`src/rtl/fifo.sv`:
```
// Synchronous first-word-fall-through FIFO with registered full/empty flags.
// Storage, pointers and flags clear asynchronously when rst is low.
module fifo #(
  parameter int DATA_WIDTH = 8,
  parameter int DEPTH      = 4
) (
  input  logic                  clk,
  input  logic                  rst,
  input  logic                  push,
  input  logic                  pop,
  input  logic [DATA_WIDTH-1:0] push_data,
  output logic [DATA_WIDTH-1:0] pop_data,
  output logic                  full,
  output logic                  empty
);

  localparam int PTR_W = $clog2(DEPTH);

  logic [DATA_WIDTH-1:0] mem [DEPTH];
  logic [PTR_W-1:0]      wptr;
  logic [PTR_W-1:0]      rptr;
  logic [PTR_W-1:0]      wptr_nxt;
  logic [PTR_W-1:0]      rptr_nxt;
  logic                  push_ok;
  logic                  pop_ok;

  // Acceptance is judged against the flags as they stand before the edge,
  // so a push into a full FIFO is refused even if a pop frees a slot.
  assign push_ok  = push && !full;
  assign pop_ok   = pop && !empty;

  // DEPTH is a power of two, so natural overflow of the pointer is the wrap.
  assign wptr_nxt = wptr + PTR_W'(1);
  assign rptr_nxt = rptr + PTR_W'(1);

  assign pop_data = mem[rptr];

  // NOTE: the storage array is reset on purpose so that pop_data reads zero
  // during and after reset; this costs a reset net on every storage bit.
  always_ff @(posedge clk or negedge rst) begin
    if (!rst) begin
      for (int i = 0; i < DEPTH; i++) begin
        mem[i] <= '0;
      end
    end else if (push_ok) begin
      // NOTE: non-blocking assignments keep every register update in this
      // design reading pre-edge values, matching the flop behaviour.
      mem[wptr] <= push_data;
    end
  end

  always_ff @(posedge clk or negedge rst) begin
    if (!rst) begin
      wptr <= '0;
      rptr <= '0;
    end else begin
      if (push_ok) wptr <= wptr_nxt;
      if (pop_ok)  rptr <= rptr_nxt;
    end
  end

  // Flags only move when exactly one side is accepted; a simultaneous
  // push and pop leaves occupancy, and therefore both flags, unchanged.
  always_ff @(posedge clk or negedge rst) begin
    if (!rst) begin
      full  <= 1'b0;
      empty <= 1'b1;
    end else begin
      case ({push_ok, pop_ok})
        2'b10: begin
          full  <= (wptr_nxt == rptr);
          empty <= 1'b0;
        end
        2'b01: begin
          empty <= (rptr_nxt == wptr);
          full  <= 1'b0;
        end
        default: begin
          full  <= full;
          empty <= empty;
        end
      endcase
    end
  end

endmodule

```
`config.mk`:
```
export PLATFORM = sky130hd
export DESIGN_NAME = fifo
export DESIGN_NICKNAME = d
export VERILOG_FILES = /design/src/rtl/fifo.sv
export SDC_FILE = /design/constraint.sdc
export NUM_CORES = 1
export LEC_CHECK = 0
export ABC_AREA = 1
export CORE_MARGIN = 1.5
export CORE_UTILIZATION = 48
export DETAILED_ROUTE_END_ITERATION = 8
export MAX_ROUTING_LAYER = met4
export PLACE_DENSITY = 0.69
export SYNTH_ARGS = -nofsm -noshare
export SYNTH_HDL_FRONTEND = slang
export SYNTH_SLANG_ARGS = --single-unit
```
`constraint.sdc`:
```
create_clock -name clk -period 1.7 [get_ports clk]
set_input_delay 0.34 -clock clk [delete_from_list [all_inputs] [get_ports clk]]
set_output_delay 0.34 -clock clk [all_outputs]
set_load 0.02 [all_outputs]
```
==> impl_metrics.yaml <==
outcome:
  status: "finished with violations"
  violations: "setup timing"
grt:
  grt_max_degree: 39
  grt_pass1_wl_mm: 6.76
  grt_pass1_vias: 1432
  antenna_found_initial: 0
  track_usage: 0.221
  grt_overflow_total: 0
timing:
  rsz0062_at_grt: "yes"
  fmax_ghz: 0.584
  period_needed_ns: 1.71
  hold-worst-slack_ns: 0.404
  clock-skew-final_ns: 0.00347
  worst_slack_ns: -0.0127
  finalSetupTns_ns: -0.0127
  fin_crit_sh: 1.01
  tightest_slew_ns: 0.259
  setup_viol: 1
  slew_viol_final: 0
  hold_viol_final: 0
  slew-limit-headroom: 0.827
floorplanning:
  num_rows: 22
  coreArea_um2: 3690
  die_h_um: 65.3
  start_util: 0.506
  io_pins: 22
  dieArea_um2: 4270
  fp.dieW_um: 65.3
setup_path:
  crit_slowest_cell: "dfrtp_1"
  crit_chain: "inv_2, buf_4, nor2_1, o22ai_1, buf_4"
  r2r_cells: 7
  r2r-start: "empty"
  rr_endpoint: "full"
  crit_path_max_fanout: 6
  startpoint_type: "flip-flop"
  crit_path_frequent_cell: "buf_4"
  path_class: "flip-flop to output pin"
  critPathMaxStageDelay_ns: 0.42
  end_kind: "output pin"
  required_ns: 1.36
  rrSetupSlack_ns: 0.17
  critPathArrivalTime_ns: 1.37
logic_synthesis:
  synth-warning-count: 0
  synth.ff_latch_count: 38
  syn_inst: 205
  muxShareOfSynthArea: 0
  yosys.area.top_type_share: 0.496
  ys_seq_area_frac: 0.510
  synth_top_family_by_area: "compound AO/OA/AOI/OAI gates"
  postSynthNetCount: 222
  post_synth.cell_area_avg_um2: 9.10
  synth_top_cell_by_area: "dfrtp_1"
  synthAdderAreaFrac: 0.0335
  syn-cell-area_um2: 1870
  yosys-top-cells-area: "dfrtp_1, nand2_1, o21ai_2"
  synth-compound-area-share: 0.193
  synth-simple-area-share: 0.183
  yosysUniqueCellTypes: 21
  synth_xor_area_frac: 0.00939
place:
  io_buffers: 21
  gp_congestion: 0.847
  hpwl_mm: 2.64
pwr:
  powerDensity_nw_per_um2: 2150
  irDropWorstVdd_v: 0.00117
  leakage_nw: 1.20
route:
  first_pass_iters: 4
  ant_nets: 0
  wl_per_cell_um: 13.9
  vias: 1473
  routed_via_density: 5.08
  drc: 0
  drt_iter0_markers: 80
  wirelength_mm: 4.02
cells_and_area:
  drive_above_1_share: 0.281
  finalNetCount: 258
  n_fill_cell: 315
  area_growth_pct: 27.8
  antenna_cells: 0
cts:
  tritoncts: "done"
  root_buffer: "clkbuf_8"
  clkLatencyLatePin_ns: 0.30
  clock_path_buffers: 2
  cts.sinks: 38
  numCtsBuffers: 5
  htree_levels: 2
  clkTransAtPathRegs_ns: 0.07
worst_hold_path:
  hold_path.class: "input pin to asynchronous set/reset pin"
flow_run:
  drv_cap: 0
-- flip-flops by register name, indices dropped and copies added, names as in the netlist --
register / flops
empty: 1
wptr: 2
mem: 32
full: 1
rptr: 2
-- critical path: cells and delay by family (launching register included) --
family / cells / cell delay (ns)
buffers and inverters: 3 / 0.43
flip-flops: 1 / 0.42
AO/OA/AOI/OAI: 1 / 0.18
AND/OR/NAND/NOR: 1 / 0.04
-- synthesized netlist by cell type --
cell,count
o21ai_1,17
nand2_1,44
dfrtp_1,37
nand2_2,3
buf_6,4
nand3b_1,1
nand2_4,4
xor2_1,2
nand3_1,2
nor2_4,1
o22ai_1,8
o21ai_2,16
inv_1,16
buf_2,3
dfstp_2,1
inv_2,1
o21ai_0,17
ha_1,5
nor2_1,19
or2_2,2
clkbuf_1,2
-- placed cells by master, fill, tap and decap left out --
master,synthesis,layout
buf_12,0,2
buf_2,3,1
buf_4,0,19
buf_6,4,2
buf_8,0,1
bufinv_16,0,2
clkbuf_8,0,6
clkdlybuf4s50_1,0,11
dfrtp_1,37,37
dfstp_2,1,1
dlygate4sd2_1,0,1
dlymetal6s2s_1,0,1
ha_1,5,5
inv_1,16,15
inv_2,1,2
nand2_1,44,44
nand2_2,3,3
nand2_4,4,4
nand3_1,2,2
nand3b_1,1,1
nor2_1,19,15
nor2_2,0,3
nor2_4,1,2
o21ai_0,17,9
o21ai_1,17,24
o21ai_2,16,17
o22ai_1,8,7
o22ai_2,0,1
or2_2,2,1
or2_4,0,1
xor2_1,2,2
-- power by group --
part	leakage [nW]	switching, mW	internal (mW)
Sequential	0.473	0.275	1.33
Combinational	0.651	1.42	1.15
Clock	0.0714	0.334	0.626
-- cell families after synthesis --
family / after synthesis
compound gates: 58
xor+xnor: 2
buf+inv: 26
flops: 38
simple gates: 76
fa+ha+maj: 5
-- layer usage --
metal  vias up  global-route usage  routed length [um]
li1        742                   -                   -
met1       688               0.284                1820
met2        35               0.348                1930
met3         8              0.0634                 212
met4         0              0.0599                  55
met5         -                   -                   0
-- final cells by class --
type | instances | area, um2 | share of cell area
Timing Repair Buffer | 38 | 357 | 0.150
Inverter | 17 | 63.8 | 0.0268
Clock buffer | 6 | 82.6 | 0.0346
Multi-Input combinational cell | 141 | 810 | 0.339
Clock inverter | 2 | 60.1 | 0.0252
Sequential cell | 38 | 952 | 0.399
Tap cell | 48 | 60.1 | 0.0252
-- metrics by stage --
stage | utilization | power (mW) | cells | area (um2) | setup slack (ns)
4_1_cts | 0.630 | 4.93 | 289 | 2320 | 0.00339
2_1_floorplan | - | 3.12 | 205 | 1870 | 0.0125
3_3_place_gp | 0.594 | 3.97 | 278 | 2190 | -0.209
6_report | 0.647 | 5.13 | 290 | 2380 | -0.0127
3_5_place_dp | 0.594 | 4.06 | 278 | 2190 | -0.254
5_1_grt | 0.647 | 5.52 | 290 | 2380 | -0.0844
-- repair_timing --
action,CTS,global route
endpoints found under the setup margin,9,10
setup buffers,3,1
hold buffers,0,0
pin swaps,0,3
resized for setup,37,25
hold endpoints to repair,0,0
-- how the worst max path moves through the flow --
stage                       end  slack [ns]  depth (start not counted)     from
detailed placement         full       -0.25                          9      pop
global route        pop_data[7]       -0.08                          5  rptr[0]
finish              pop_data[7]       -0.01                          5  rptr[0]
global placement           full       -0.21                          9      pop
CTS                 pop_data[3]       0.003                          4  rptr[0]
floorplan                  full        0.01                          7     full
(Power assumes the default switching activity.)
